$ cat src/rtl/mips32_pkg.sv
// ----------------------------------------------------------------------------
// mips32_pkg
// Shared definitions for the MIPS32 memory subsystem.
//   - DEFAULT_ADDR_W     : default memory word-address width (1024 words)
//   - DEFAULT_STARVE_MAX : default number of consecutive denied fetch cycles
//                          tolerated before the fetch port is forced through
//   - resp_owner_t       : which port owns the read response returning in the
//                          cycle after a grant
// ----------------------------------------------------------------------------
package mips32_pkg;

  localparam int DEFAULT_ADDR_W     = 10;
  localparam int DEFAULT_STARVE_MAX = 3;

  typedef enum logic [1:0] {
    OWNER_NONE = 2'd0,
    OWNER_IF   = 2'd1,
    OWNER_DM   = 2'd2
  } resp_owner_t;

endpackage

$ cat src/rtl/pipe_mem_arbiter.sv
// ----------------------------------------------------------------------------
// pipe_mem_arbiter
// Shares one single-port synchronous memory between the instruction-fetch (if)
// port and the data (dm) port of a pipelined MIPS32 core. One access per
// cycle; data wins ties unless fetch has been denied STARVE_MAX cycles in a
// row. Read data returns one cycle after the grant and is routed to whichever
// port was granted; stores complete at the grant and produce no response.
//
// Ports
//   clk1, rst            : clock, synchronous active-high reset
//   if_req/if_addr       : fetch request and word address
//   if_gnt               : fetch accepted this cycle (combinational)
//   if_rvalid/if_rdata   : fetched word, valid one cycle after if_gnt
//   dm_req/dm_we/dm_addr/dm_wdata : load/store request
//   dm_gnt               : data request accepted this cycle (combinational)
//   dm_rvalid/dm_rdata   : load data, valid one cycle after a load grant
//   halted               : processor halted, no new fetch grants
//   mem_en/mem_we/mem_addr/mem_wdata : memory strobe, driven combinationally
//   mem_rdata            : memory read data, one cycle after a read strobe
//
// ADDR_W must be in 1..31; upper address bits are dropped (addresses wrap).
// ----------------------------------------------------------------------------
module pipe_mem_arbiter
  import mips32_pkg::*;
#(
  parameter int ADDR_W     = DEFAULT_ADDR_W,
  parameter int STARVE_MAX = DEFAULT_STARVE_MAX
) (
  input  logic              clk1,
  input  logic              rst,
  input  logic              if_req,
  input  logic [31:0]       if_addr,
  output logic              if_gnt,
  output logic              if_rvalid,
  output logic [31:0]       if_rdata,
  input  logic              dm_req,
  input  logic              dm_we,
  input  logic [31:0]       dm_addr,
  input  logic [31:0]       dm_wdata,
  output logic              dm_gnt,
  output logic              dm_rvalid,
  output logic [31:0]       dm_rdata,
  input  logic              halted,
  output logic              mem_en,
  output logic              mem_we,
  output logic [ADDR_W-1:0] mem_addr,
  output logic [31:0]       mem_wdata,
  input  logic [31:0]       mem_rdata
);

  localparam int CNT_W = (STARVE_MAX < 1) ? 1 : $clog2(STARVE_MAX + 1);
  localparam logic [CNT_W-1:0] STARVE_LIMIT = CNT_W'(STARVE_MAX);
  localparam logic [CNT_W-1:0] CNT_ONE      = CNT_W'(1);

  logic [CNT_W-1:0] starve_cnt;
  logic [CNT_W-1:0] starve_cnt_next;
  resp_owner_t      resp_owner;
  resp_owner_t      resp_owner_next;
  logic [31:0]      if_rdata_hold;
  logic [31:0]      dm_rdata_hold;
  logic             if_win;
  logic             dm_win;

  // Only the low ADDR_W address bits reach memory; fold the rest away.
  if (ADDR_W < 32) begin : g_unused_addr
    logic unused_upper_addr;
    assign unused_upper_addr = ^{if_addr[31:ADDR_W], dm_addr[31:ADDR_W]};
  end

  // Arbitration: data first, fetch forced once the starvation limit is hit.
  always_comb begin
    if_win = 1'b0;
    dm_win = 1'b0;
    if (rst) begin
      if_win = 1'b0;
      dm_win = 1'b0;
    end else begin
      if (if_req && !halted && (!dm_req || (starve_cnt == STARVE_LIMIT))) begin
        if_win = 1'b1;
      end else begin
        if_win = 1'b0;
      end
      if (dm_req && !if_win) begin
        dm_win = 1'b1;
      end else begin
        dm_win = 1'b0;
      end
    end
  end

  assign if_gnt = if_win;
  assign dm_gnt = dm_win;

  // Memory strobe built from the winning requester; quiet when idle.
  always_comb begin
    mem_en    = if_win | dm_win;
    mem_we    = 1'b0;
    mem_addr  = {ADDR_W{1'b0}};
    mem_wdata = 32'h0000_0000;
    if (dm_win) begin
      mem_we    = dm_we;
      mem_addr  = dm_addr[ADDR_W-1:0];
      mem_wdata = dm_wdata;
    end else if (if_win) begin
      mem_addr  = if_addr[ADDR_W-1:0];
    end else begin
      mem_we    = 1'b0;
    end
  end

  // Next starvation count and next response owner.
  always_comb begin
    starve_cnt_next = starve_cnt;
    if (if_win || !if_req) begin
      starve_cnt_next = {CNT_W{1'b0}};
    end else if (!halted && (starve_cnt != STARVE_LIMIT)) begin
      starve_cnt_next = starve_cnt + CNT_ONE;
    end else begin
      // Halted fetches neither age nor reset; saturate at the limit.
      starve_cnt_next = starve_cnt;
    end

    resp_owner_next = OWNER_NONE;
    if (if_win) begin
      resp_owner_next = OWNER_IF;
    end else if (dm_win && !dm_we) begin
      resp_owner_next = OWNER_DM;
    end else begin
      resp_owner_next = OWNER_NONE;
    end
  end

  // State registers: starvation counter, response owner, held read data.
  always_ff @(posedge clk1) begin
    if (rst) begin
      starve_cnt    <= {CNT_W{1'b0}};
      resp_owner    <= OWNER_NONE;
      if_rdata_hold <= 32'h0000_0000;
      dm_rdata_hold <= 32'h0000_0000;
    end else begin
      starve_cnt <= starve_cnt_next;
      resp_owner <= resp_owner_next;
      if (if_rvalid) begin
        if_rdata_hold <= mem_rdata;
      end
      if (dm_rvalid) begin
        dm_rdata_hold <= mem_rdata;
      end
    end
  end

  // Response routing; reset kills a response that was due this cycle.
  always_comb begin
    if_rvalid = 1'b0;
    dm_rvalid = 1'b0;
    if (rst) begin
      if_rvalid = 1'b0;
      dm_rvalid = 1'b0;
    end else begin
      case (resp_owner)
        OWNER_IF: if_rvalid = 1'b1;
        OWNER_DM: dm_rvalid = 1'b1;
        default: begin
          if_rvalid = 1'b0;
          dm_rvalid = 1'b0;
        end
      endcase
    end
    // Memory data passes straight through in the valid cycle, then is held.
    if_rdata = if_rvalid ? mem_rdata : if_rdata_hold;
    dm_rdata = dm_rvalid ? mem_rdata : dm_rdata_hold;
  end

endmodule
$ cat config.mk
export PLATFORM = sky130hd
export DESIGN_NAME = pipe_mem_arbiter
export DESIGN_NICKNAME = d
export VERILOG_FILES = /design/src/rtl/mips32_pkg.sv /design/src/rtl/pipe_mem_arbiter.sv
export SDC_FILE = /design/constraint.sdc
export NUM_CORES = 1
export LEC_CHECK = 0
export BUFFER_PORTS_ARGS = -buffer_cell sky130_fd_sc_hd__buf_2
export CORE_MARGIN = 8
export CORE_UTILIZATION = 45
export CTS_CLUSTER_SIZE = 30
export DETAILED_ROUTE_END_ITERATION = 7
export MAX_ROUTING_LAYER = met4
export PLACE_DENSITY = 0.87
export SLEW_MARGIN = 20
export SYNTH_ARGS = -nofsm -noshare
export SYNTH_HDL_FRONTEND = slang
export SYNTH_SLANG_ARGS = --single-unit
$ cat constraint.sdc
create_clock -name clk1 -period 2.3 [get_ports clk1]
set_input_delay 0.23 -clock clk1 [delete_from_list [all_inputs] [get_ports clk1]]
set_output_delay 0.23 -clock clk1 [all_outputs]
set_load 0.02 [all_outputs]
### After elaboration in Yosys (flattened, before gate mapping)

Index checks and enable logic that the tools add are counted.

* add/sub/neg operators: 1
* $mul: 0
* div/mod/pow operators: 0
* $lt $le $gt $ge: 0
* eq/ne operators: 4
* shift operators: 0
* muxes and demuxes: 17
* bitwise logic cells: 1
* reductions and logical operators: 14

Operators by type and width (number)
* 32-bit two-way mux: 3
* 10-bit two-way mux: 2
* 1-bit two-way mux: 11
* 1-bit logical AND: 5
* 1-bit logical NOT: 5
* 2-bit == test, second input constant: 2
* 2-bit OR reduction: 2
* 2-bit by 1-bit adder with 2-bit output, second input constant: 1
* 2-bit by 1-bit == test with 1-bit output, second input constant: 1
* 1-bit logical OR: 2
* 2-bit two-way mux: 1
* 2-bit inequality test, second input constant: 1
* 1-bit bitwise OR: 1

* bits in registers: 68
* latch bits: 0
* bits in writable memories: 0
* memory bits (read-only): 0
* output and inout bits: 112
* memories: 0

### Depth between registers and ports, before layout

* depth in word-level cells: 12
* gate-level depth with buffers: 5
* gate-level depth less buffers: 4

### Worst setup path before layout

OpenSTA, ideal clock, no wires.

* path kind: reg-to-output
* start: register resp_owner[0]
* end: output port dm_rdata[22]
* arrival: 1.468 ns
* required time: 2.070 ns
* setup slack: 0.602 ns
* stages on the path, launching flop included: 6
* path through: dfxtp_1 nand2b_1 clkbuf_1 nor2_2 buf_2 mux2_2

* cells in the longest elaborated chain, start to end: 4

Ends and longest elaborated chain
* from (decl): line pipe_mem_arbiter.sv:57 `resp_owner_t resp_owner;`
* from (signal assigned): line pipe_mem_arbiter.sv:142 `resp_owner <= resp_owner_next;`
* 2-bit == test: line pipe_mem_arbiter.sv:160 `case (resp_owner)`
* 1-bit two-way mux: line pipe_mem_arbiter.sv:160
* 1-bit two-way mux: line pipe_mem_arbiter.sv:156 `if (rst) begin`
* named net dm_rvalid: line pipe_mem_arbiter.sv:41 `output logic dm_rvalid,`
* 32-bit two-way mux
* to (decl): line pipe_mem_arbiter.sv:42 `output logic [31:0] dm_rdata,`

The timed path passes the listed nets, and every way through them passes these cells.

### Worst setup path after layout

* start: register starve_cnt[0]
* end: output port mem_wdata[9]

* cells in the longest elaborated chain, start to end: 10

Ends and longest elaborated chain
* from (decl): line pipe_mem_arbiter.sv:55 `logic [CNT_W-1:0] starve_cnt;`
* from (signal assigned): line pipe_mem_arbiter.sv:136 `starve_cnt <= {CNT_W{1'b0}};`
* from (signal assigned): line pipe_mem_arbiter.sv:141 `starve_cnt <= starve_cnt_next;`
* 2-bit == test: line pipe_mem_arbiter.sv:78 `if (if_req && !halted && (!dm_req || (starve_cnt == STARVE_LIMIT))) begin`
* 1-bit logical OR: line pipe_mem_arbiter.sv:78
* 1-bit logical AND: line pipe_mem_arbiter.sv:78
* 1-bit two-way mux: line pipe_mem_arbiter.sv:78
* 1-bit two-way mux: line pipe_mem_arbiter.sv:74 `if (rst) begin`
* 1-bit logical NOT: line pipe_mem_arbiter.sv:83 `if (dm_req && !if_win) begin`
* 1-bit logical AND: line pipe_mem_arbiter.sv:83
* 1-bit two-way mux: line pipe_mem_arbiter.sv:83
* 1-bit two-way mux: line pipe_mem_arbiter.sv:74
* 32-bit two-way mux: line pipe_mem_arbiter.sv:100 `if (dm_win) begin`
* to (decl): line pipe_mem_arbiter.sv:47 `output logic [31:0] mem_wdata,`

No other way between the ends. The select of a mux whose other input is x is not followed.

==> results.yml <==
status:
  run_status: "finished, final reports clean"
cells_and_area:
  final-instance-count-excl-fill: 722
  share_of_final_layout_standard_cells_stronger_than_drive_strength_1_pct: 48.5
  final_core_util_pct: 62.6
  fin_nets: 750
  final_area_sq_um: 4760
  syn2layout_area_growth_pct: 36.7
  num_antenna_cells: 0
detailed_routing:
  final_antenna_net_count: 0
  viasPerCell: 5.07
  via_count: 3660
  top_layer_used: "met4"
  total_wirelength_of_the_detailed_routed_design_um: 12200
  routed_wire_length_per_instance_um: 16.9
  met3_length_um: 682
  wl_met2_um: 6550
  m1WireLength_um: 4700
  first_pass_iters: 4
  remaining_drc_errors: 0
  initialDrtViolationCount: 201
flow_run:
  max_cap_viol_count: 0
synth:
  synth_top_family_by_area: "simple AND/OR/NAND/NOR gates"
  synthMostInstantiatedCell: "sky130_fd_sc_hd__nand2_1"
  dominantRegCellSynth: "sky130_fd_sc_hd__dfxtp_1"
  avgSynthCellArea_sq_um: 8.21
  synth_enable_flop_cells: 0
  synth_compound_area_share_pct: 12.8
  synthTopCellsByArea: "sky130_fd_sc_hd__dfxtp_1 39%, sky130_fd_sc_hd__mux2_2 21%, sky130_fd_sc_hd__nand2_1 14%"
  ys_seq_area_share_pct: 39.1
  netlist.top_cell.by_area: "sky130_fd_sc_hd__dfxtp_1"
  synth_async_sr_flop_share_pct: 0
  flop_and_latch_count_out_of_synthesis: 68
  ys_warn_count: 0
  mappedNetlistNets: 559
  synth_largest_type_area_fraction_pct: 39.1
  post_synth_instance_area_sq_um: 3480
  postSynthCellCount: 424
  yosys-mux-area-fraction_pct: 20.7
  post_synth_fa_ha_maj_area_fraction_pct: 0.359
  post_synth_xor_area_fraction_pct: 0
  synth_commonest_cells: "129 x sky130_fd_sc_hd__nand2_1, 68 x sky130_fd_sc_hd__dfxtp_1, 66 x sky130_fd_sc_hd__a21oi_1"
  ys_types: 23
  synth_simple_gate_area_share_pct: 22.4
sta:
  finalCritPeriodShare_pct: 91.4
  tightest_slew_ps: 550
  skew_ps: 9.80
  fmaxAchievable_ghz: 0.475
  drv_slew: 0
  fin_hold_ws_ps: 96.7
  hold_viol: 0
  timing.final.setup_violations: 0
  rsz0062_at_grt: "false"
  worst_slack_ps: 197
  final.min_clock_period_ps: 2100
  worst_slew_margin_rel_pct: 63.4
  setup-tns-final_ps: 0
critical_path:
  worst_path_max_delay_cell: "sky130_fd_sc_hd__buf_4"
  timing_worst_setup_path_type: "reg2out"
  cp.required_ps: 2070
  critical-path-max-stage-delay_ps: 370
  critPathMaxFanout: 46
  cp-start-kind: "register"
  end_kind: "output pin"
  crit_path_cell_trace: "ha_1, a311oi_4, buf_4, and2_1, buf_2"
  cp.arrival_ps: 1870
floorplanning:
  num_io_pins: 246
  die_h_um: 104
  standard_cell_core_area_sq_um: 7610
  fp-row-count: 32
  fp.dieArea_sq_um: 10800
  die_w_um: 104
  start_util_pct: 45.8
placed_design:
  place.detailed.instances: 706
  detailedPlacementHpwl_um: 9310
  port_buffers: 201
  dp_slack_ps: 487
  detailed_place.area_sq_um: 4580
  place.gp.congestion: 0.893
power:
  fin_total_pwr_mw: 2.59
  power.density_nw_per_um2: 544
  static-leakage-power_nw: 2.34
  ir_drop_mv: 0.291
clocking:
  tritoncts.num_buffers: 9
  worst_skew_pair.late_latency_ps: 330
  cts_hold_bufs: 0
  cts_resized: 0
  cts_max_level: 3
  cts-root-buf: "sky130_fd_sc_hd__clkbuf_8"
  cts_sinks: 68
  cts_setup_buffers: 0
  cts_buffer_depth: 2
  path_clk_slew_ps: 70
  cts_tree: "done"
grt:
  global_route.usage.total_pct: 22.2
  grt_first_pass_wirelength_um: 19000
  grt_overflow: 0
  first_global_vias: 3809
  grt_start_max_net_pins: 47
  antenna_violations_before_repair: 0
worst_hold_path:
  hp-class: "in2reg"
[flip-flops by register name, summed over array words and instances, names as in the netlist]
name and cells:
dm_rdata_hold 32, if_rdata_hold 32, resp_owner 2, starve_cnt 2
[report_power, final]
group / switching [mW] / internal (mW) / total [mW]
clock network: 0.431 / 0.447 / 0.878
logic: 0.290 / 0.196 / 0.486
registers: 0.0160 / 1.21 / 1.22
[worst paths after layout]
check	from	to	slack, ps	depth (start not counted)
max reg2reg	starve_cnt[0]	resp_owner[1]	860	4
max	starve_cnt[0]	mem_wdata[9]	200	5
min	dm_we	resp_owner[1]	100	2
min reg2reg	dm_rdata_hold[27]	dm_rdata_hold[27]	460	2
[placed cells by master (no fill, tap or decap)]
master and n:
sky130_fd_sc_hd__nand3_1 1, sky130_fd_sc_hd__clkinv_4 1, sky130_fd_sc_hd__ha_1 1, sky130_fd_sc_hd__clkinv_2 3, sky130_fd_sc_hd__nand2b_1 3, sky130_fd_sc_hd__a22o_1 10, sky130_fd_sc_hd__mux2_2 64, sky130_fd_sc_hd__nor2_1 1
sky130_fd_sc_hd__clkbuf_8 11, sky130_fd_sc_hd__nor2b_2 2, sky130_fd_sc_hd__nor2_4 2, sky130_fd_sc_hd__nor3_1 2, sky130_fd_sc_hd__nand2_1 129, sky130_fd_sc_hd__buf_2 201, sky130_fd_sc_hd__buf_4 14, sky130_fd_sc_hd__nor4b_1 1
sky130_fd_sc_hd__a21oi_1 66, sky130_fd_sc_hd__nor2b_1 2, sky130_fd_sc_hd__and2_1 33, sky130_fd_sc_hd__inv_2 1, sky130_fd_sc_hd__a311oi_4 1, sky130_fd_sc_hd__clkbuf_1 1, sky130_fd_sc_hd__inv_1 1, sky130_fd_sc_hd__or2_2 1
sky130_fd_sc_hd__dfxtp_1 68
[layer usage]
metal | up-vias | track usage (%)
met5 | - | -
met4 | 0 | 7.96
met3 | 14 | 5.14
met2 | 143 | 41.1
met1 | 1710 | 22.1
li1 | 1793 | -
[critical path: cells and delay by family (launching register included)]
family | cells | cell delay, ps
adders and majority gates | 1 | 260
AOI/OAI and AO/OA | 1 | 200
DFF | 1 | 330
buffers and inverters | 2 | 550
and+or+nand+nor | 1 | 210
[final cells by class]
class	count	area (sq um)
Tap cell	102	128
Sequential cell	68	1360
Inverter	2	7.51
Clock buffer	12	155
Fill cell	675	2850
Clock inverter	4	23.8
Multi-Input combinational cell	319	1970
Timing Repair Buffer	215	1110
[kinds of logic after synthesis]
family	after synthesis
simple gates	177
buf+inv	37
flops	68
compound gates	77
fa+ha+maj	1
mux	64
No activity file was read; power rests on OpenSTA's default activity.
